--- src/rtl/status_capture_reg_pkg.sv ---
// -----------------------------------------------------------------------------
// status_reg_pkg
// Shared definitions for the parametrised status capture register:
//   - rd_state_e     : read handshake FSM states (IDLE, ACK, HOLD)
//   - MAX_WIDTH      : widest supported status word
//   - SYNC_*         : the legal input synchroniser depths
//   - params_legal() : elaboration-time check of WIDTH / SYNC_STAGES
// -----------------------------------------------------------------------------
package status_reg_pkg;

    localparam int MAX_WIDTH = 32;

    // Legal input synchroniser depths (0 = inputs already in the clock domain).
    localparam int SYNC_NONE  = 0;
    localparam int SYNC_TWO   = 2;
    localparam int SYNC_THREE = 3;

    // Snapshot read handshake states.
    typedef enum logic [1:0] {
        RD_IDLE = 2'b00,
        RD_ACK  = 2'b01,
        RD_HOLD = 2'b10
    } rd_state_e;

    // True when the width and synchroniser depth are inside the supported set.
    function automatic logic params_legal(input int width, input int sync_stages);
        logic width_ok;
        logic sync_ok;
        width_ok = (width >= 1) && (width <= MAX_WIDTH);
        case (sync_stages)
            SYNC_NONE, SYNC_TWO, SYNC_THREE: sync_ok = 1'b1;
            default:                         sync_ok = 1'b0;
        endcase
        return width_ok && sync_ok;
    endfunction

endpackage

--- src/rtl/status_capture_reg_bit_cell.sv ---
// -----------------------------------------------------------------------------
// status_bit_cell
// One bit of the status register: optional input synchroniser, rising-edge
// detect, and either a transparent or a sticky (set-on-rise, clear-on-read)
// storage flop with overrun tracking.
//
// Ports:
//   clock      in   block clock
//   reset_n    in   synchronous active-low reset
//   status_in  in   raw status net for this bit
//   clr        in   clear request from the read FSM (sticky bits only)
//   stat       out  registered status bit
//   ovr        out  registered overrun flag (always 0 when transparent)
// -----------------------------------------------------------------------------
module status_bit_cell
    import status_reg_pkg::*;
#(
    parameter bit STICKY      = 1'b0,
    parameter int SYNC_STAGES = 0
) (
    input  logic clock,
    input  logic reset_n,
    input  logic status_in,
    input  logic clr,
    output logic stat,
    output logic ovr
);

    logic sin_s;
    logic rise_s;
    logic stat_nxt_s;
    logic ovr_nxt_s;
    logic prev_r;
    logic stat_r;
    logic ovr_r;

    generate
        if (SYNC_STAGES == SYNC_NONE) begin : g_nosync
            assign sin_s = status_in;
        end else begin : g_sync
            logic [SYNC_STAGES-1:0] sync_r;

            // Synchroniser chain: status_in enters at bit 0, leaves at the top.
            always_ff @(posedge clock) begin
                if (!reset_n) begin
                    sync_r <= {SYNC_STAGES{1'b0}};
                end else begin
                    sync_r <= {sync_r[SYNC_STAGES-2:0], status_in};
                end
            end

            assign sin_s = sync_r[SYNC_STAGES-1];
        end
    endgenerate

    // Next-state selection for sticky and transparent behaviour.
    always_comb begin
        rise_s = sin_s & ~prev_r;
        if (STICKY) begin
            // A rise in the same cycle as a clear wins, so the edge is kept.
            stat_nxt_s = (stat_r & ~clr) | rise_s;
            // Overrun: a new edge while the previous one is still unread.
            ovr_nxt_s  = (ovr_r & ~clr) | (rise_s & stat_r & ~clr);
        end else begin
            stat_nxt_s = sin_s;
            ovr_nxt_s  = 1'b0;
        end
    end

    // Edge-detect history plus status and overrun storage.
    always_ff @(posedge clock) begin
        if (!reset_n) begin
            prev_r <= 1'b0;
            stat_r <= 1'b0;
            ovr_r  <= 1'b0;
        end else begin
            prev_r <= sin_s;
            stat_r <= stat_nxt_s;
            ovr_r  <= ovr_nxt_s;
        end
    end

    assign stat = stat_r;
    assign ovr  = ovr_r;

endmodule

--- src/rtl/status_capture_reg.sv ---
// -----------------------------------------------------------------------------
// status_capture_reg
// Parametrised status register between fabric status nets and the CPU bus
// bridge. Each bit is transparent or sticky; a request/acknowledge read takes
// a snapshot of the register and its overrun flags and clears the sticky bits
// that were captured. A runtime-writable mask drives a level or pulse
// interrupt.
//
// Ports:
//   clock       in   block clock
//   reset_n     in   synchronous active-low reset
//   status_in   in   [WIDTH] raw status nets
//   mask_wr     in   load mask_wdata into the interrupt mask
//   mask_wdata  in   [WIDTH] new interrupt mask
//   rd_req      in   snapshot read request (held request = one read)
//   rd_ack      out  one-cycle acknowledge, rd_data/rd_ovr valid with it
//   rd_data     out  [WIDTH] snapshot of the status register
//   rd_ovr      out  [WIDTH] snapshot of the overrun flags
//   status_out  out  [WIDTH] live status register
//   intr        out  interrupt (level, or one-cycle pulse per rising level)
// -----------------------------------------------------------------------------
module status_capture_reg
    import status_reg_pkg::*;
#(
    parameter int                   WIDTH         = 8,
    parameter logic [MAX_WIDTH-1:0] STICKY_MASK   = 32'h0000_0000,
    parameter logic [MAX_WIDTH-1:0] INT_MASK_INIT = 32'h0000_007F,
    parameter int                   SYNC_STAGES   = 0,
    parameter int                   INTR_PULSE    = 0
) (
    input  logic             clock,
    input  logic             reset_n,
    input  logic [WIDTH-1:0] status_in,
    input  logic             mask_wr,
    input  logic [WIDTH-1:0] mask_wdata,
    input  logic             rd_req,
    output logic             rd_ack,
    output logic [WIDTH-1:0] rd_data,
    output logic [WIDTH-1:0] rd_ovr,
    output logic [WIDTH-1:0] status_out,
    output logic             intr
);

    generate
        if (!params_legal(WIDTH, SYNC_STAGES)) begin : g_bad_params
            $error("status_capture_reg: WIDTH must be 1..32 and SYNC_STAGES 0, 2 or 3");
        end
    endgenerate

    localparam logic [WIDTH-1:0] STICKY_BITS = STICKY_MASK[WIDTH-1:0];
    localparam logic [WIDTH-1:0] MASK_RESET  = INT_MASK_INIT[WIDTH-1:0];

    logic [WIDTH-1:0] stat_s;
    logic [WIDTH-1:0] ovr_s;
    logic [WIDTH-1:0] clr_s;
    logic             capture_s;
    logic             lvl_s;

    rd_state_e        state_r;
    logic             rd_ack_r;
    logic [WIDTH-1:0] rd_data_r;
    logic [WIDTH-1:0] rd_ovr_r;
    logic [WIDTH-1:0] mask_r;
    logic             lvl_r;
    logic             intr_r;

    // Per-bit storage cells.
    generate
        for (genvar i = 0; i < WIDTH; i++) begin : g_bit
            status_bit_cell #(
                .STICKY      (STICKY_BITS[i]),
                .SYNC_STAGES (SYNC_STAGES)
            ) u_cell (
                .clock     (clock),
                .reset_n   (reset_n),
                .status_in (status_in[i]),
                .clr       (clr_s[i]),
                .stat      (stat_s[i]),
                .ovr       (ovr_s[i])
            );
        end
    endgenerate

    // Capture strobe and the matching clear of the captured sticky bits.
    // The clear acts on the same edge as the snapshot, so nothing set before
    // the snapshot can be lost and a rise on that edge survives in stat.
    always_comb begin
        capture_s = (state_r == RD_IDLE) && rd_req;
        if (capture_s) begin
            clr_s = stat_s & STICKY_BITS;
        end else begin
            clr_s = {WIDTH{1'b0}};
        end
    end

    // Read handshake FSM with registered acknowledge and snapshot.
    always_ff @(posedge clock) begin
        if (!reset_n) begin
            state_r   <= RD_IDLE;
            rd_ack_r  <= 1'b0;
            rd_data_r <= {WIDTH{1'b0}};
            rd_ovr_r  <= {WIDTH{1'b0}};
        end else begin
            case (state_r)
                RD_IDLE: begin
                    if (rd_req) begin
                        rd_data_r <= stat_s;
                        rd_ovr_r  <= ovr_s;
                        rd_ack_r  <= 1'b1;
                        state_r   <= RD_ACK;
                    end else begin
                        rd_ack_r  <= 1'b0;
                    end
                end
                RD_ACK: begin
                    rd_ack_r <= 1'b0;
                    // A request still high here is the same read; park in HOLD.
                    if (rd_req) begin
                        state_r <= RD_HOLD;
                    end else begin
                        state_r <= RD_IDLE;
                    end
                end
                RD_HOLD: begin
                    rd_ack_r <= 1'b0;
                    if (!rd_req) begin
                        state_r <= RD_IDLE;
                    end else begin
                        state_r <= RD_HOLD;
                    end
                end
                default: begin
                    rd_ack_r <= 1'b0;
                    state_r  <= RD_IDLE;
                end
            endcase
        end
    end

    // Interrupt level from the live register under the current mask.
    always_comb begin
        lvl_s = |(stat_s & mask_r);
    end

    // Mask register, registered level and interrupt output. In pulse mode
    // the output is the 0->1 transition of the registered level, computed
    // one stage early so intr itself stays a flop.
    always_ff @(posedge clock) begin
        if (!reset_n) begin
            mask_r <= MASK_RESET;
            lvl_r  <= 1'b0;
            intr_r <= 1'b0;
        end else begin
            if (mask_wr) begin
                mask_r <= mask_wdata;
            end else begin
                mask_r <= mask_r;
            end
            lvl_r <= lvl_s;
            if (INTR_PULSE != 0) begin
                intr_r <= lvl_s & ~lvl_r;
            end else begin
                intr_r <= lvl_s;
            end
        end
    end

    assign rd_ack     = rd_ack_r;
    assign rd_data    = rd_data_r;
    assign rd_ovr     = rd_ovr_r;
    assign status_out = stat_s;
    assign intr       = intr_r;

endmodule

--- config.mk ---
export PLATFORM = sky130hd
export DESIGN_NAME = status_capture_reg
export DESIGN_NICKNAME = d
export VERILOG_FILES = /design/src/rtl/status_capture_reg_pkg.sv /design/src/rtl/status_capture_reg_bit_cell.sv /design/src/rtl/status_capture_reg.sv
export SDC_FILE = /design/constraint.sdc
export NUM_CORES = 1
export LEC_CHECK = 0
export CORE_MARGIN = 1
export CORE_UTILIZATION = 33
export DETAILED_ROUTE_END_ITERATION = 6
export SETUP_SLACK_MARGIN = 0.15
export SYNTH_ARGS = -nofsm -noshare
export SYNTH_HDL_FRONTEND = slang
export SYNTH_SLANG_ARGS = --single-unit
export TNS_END_PERCENT = 100
--- constraint.sdc ---
create_clock -name clock -period 1.56 [get_ports clock]
set_clock_uncertainty 0.2 [all_clocks]
set_input_delay 0.234 -clock clock [delete_from_list [all_inputs] [get_ports clock]]
set_output_delay 0.234 -clock clock [all_outputs]
set_load 0.05 [all_outputs]
==> metrics.cfg <==
[worst_setup_path]
rrSetupSlack_ps=230
r2r_cells=5
cp-start-kind=register
r2r-start=state_r[0]
worstSetupPathType=reg -> out
critPathLaunch=rd_data[6]
end_kind=output port
reg2reg_to=rd_data[1]
critical_path_required_ps=1130
crit_family=flip-flops
crit_path_max_fanout=2
worst_path_largest_cell_delay_ps=420
critical_path_arrival_ps=900
cp_slowest_cell=dfxtp_1
path_cells=buf_12
critPathBufInv=1

[global_routing]
grt_pass1_vias=824
grt_usage_pct=12.4
grt_overflow=0
antenna_found_initial=0
grt_pass1_wl_um=3800
grt_start_max_net_pins=17

[detailed_routing]
avgRoutedWirePerCell_um=11.7
drt_first_pass_iters=4
viasPerCell=4.41
wirelength_um=2270
dr.first_iter.drc_count=18
postRouteAntennaNets=0
drc=0
vias=856

[layout]
nets=172
final_cell_area_mm2=0.00180
final_layout_size_suffix_gt1_share_pct=37.8
area_growth_pct=48.5
antenna-diode-count=0
final_cell_mix=clkdlybuf4s50_1, dfxtp_1, buf_12

[clock_network]
clk_pin_slew_ps=150
root_buffer=clkbuf_4
htree_levels=1
cts_buffer_depth=2
clock_sinks=28
cts_tree=done
clk_latency_ps=330
cts_buffers=3
cts_setup_buffers=0

[sta]
period_share_pct=85.8
timing.fmax_ghz=0.747
whs_ps=257
finalSetupTns_ps=0
final-hold-violation-count=0
timing.final.ws_setup_ps=222
rsz0062_at_grt=false
finalSetupViolations=0
final-max-slew-violation-count=0
fin_crit_ps=1340

[die]
fp.coreArea_mm2=0.00342
dieArea_mm2=0.00391
io_pins=46
die_w_um=62.6
die_y_um=62.6
initial_core_util_pct=35.4
placementRows=21

[min_path]
hold_path_class=in -> reg
min_from=status_in[2]
hold_path_depth=2
worstHoldEndpoint=g_bit[2].u_cell.stat

[yosys]
ys_ff_latch=28
syn_avg_cell_area_um2=10.3
synthCells=117
synth_area_mm2=0.00121
synth_cell_types=21
synth_seq_area_share_pct=46.3
ys_warn_count=0

[placement]
dpl_cell_area_mm2=0.00172
portBuffers=37
place_ws_ps=67.1
place_congestion=0.697
place_hpwl_um=1760

[power_and_ir_drop]
pwr_density_cell_mw_per_mm2=994
p_leak_nw=0.731
irDropWorstVdd_mv=0.723

[flow_run]
cap_viol_max_count=0

[status]
status=complete, no violations

[registers in the layout, indices dropped and copies added (netlist names)]
| signal | cells |
|---|---|
| mask_r | 8 |
| intr | 1 |
| rd_data | 8 |
| state_r | 2 |
| g_bit.u_cell.stat | 8 |
| rd_ack | 1 |
[report_power, final]
group | total (mW) | internal, mW | switching [mW]
logic | 0.498 | 0.230 | 0.268
clock network | 0.470 | 0.260 | 0.210
registers | 0.816 | 0.767 | 0.0494
[layout make-up]
type                    count  area [um^2]
inverters                   3         11.3
multi-input cells          72          510
clock inverters             1         30.0
clock buffers               3         22.5
flip-flops and latches     28          572
repair buffers             41          593
fillers                   327         1620
well taps                  46         57.6
[kinds of logic after synthesis]
kind of cell | synth area share (%)
DFF | 46.3
and+or+nand+nor | 18.4
other | 0.310
muxes | 7.45
AOI/OAI and AO/OA | 9.72
adders and majority gates | 3.10
buffers and inverters | 14.7
[cells in the mapped netlist]
master    number  area share, %
conb_1         1           0.31
nand2_4        1           0.93
buf_6          3            2.8
dfxtp_1       28             46
a22oi_1        4            2.5
nand2_1        7            2.2
nand3b_1       1           0.62
nand3_1        8            3.3
nor2_1         3           0.93
nand2b_1       1           0.52
buf_4         17             11
a21oi_2        9            6.5
mux2i_1        9            7.4
ha_1           3            3.1
nand3b_4       1            1.7
inv_1          2           0.62
inv_2          1           0.31
buf_2          1           0.41
nand2_2        8            4.1
and2_1         8            4.1
a41oi_1        1           0.72
[stage by stage]
step | power (mW) | util (%) | instances
2_1_floorplan | 1.14 | - | 124
5_1_grt | 1.87 | 52.6 | 194
3_3_place_gp | 1.30 | 50.4 | 190
3_5_place_dp | 1.31 | 50.4 | 190
6_report | 1.79 | 52.6 | 194
4_1_cts | 1.79 | 52.0 | 194
[what timing repair did]
action | in CTS | in global routing
resized for setup | 2 | 9
setup endpoints to repair | 9 | 16
hold buffers | 0 | 0
[worst max-delay path by stage]
stage | depth (start not counted) | to | slack [ps]
finish | 1 | rd_data[6] | 220
global route | 5 | rd_data[2] | 160
CTS | 1 | status_out[2] | 150
detailed placement | 4 | state_r[1] | 70
global placement | 4 | state_r[1] | 80
floorplan | 6 | rd_data[0] | 190
[layer usage]
layer,vias to the layer above,track usage [%],part of all wire (%)
met5,-,0,0
met1,397,14.8,42
met3,2,5.11,8.5
met4,0,2.62,0.79
li1,423,-,-
met2,34,20.7,49
Note: power is estimated with default switching activity, not from simulation.
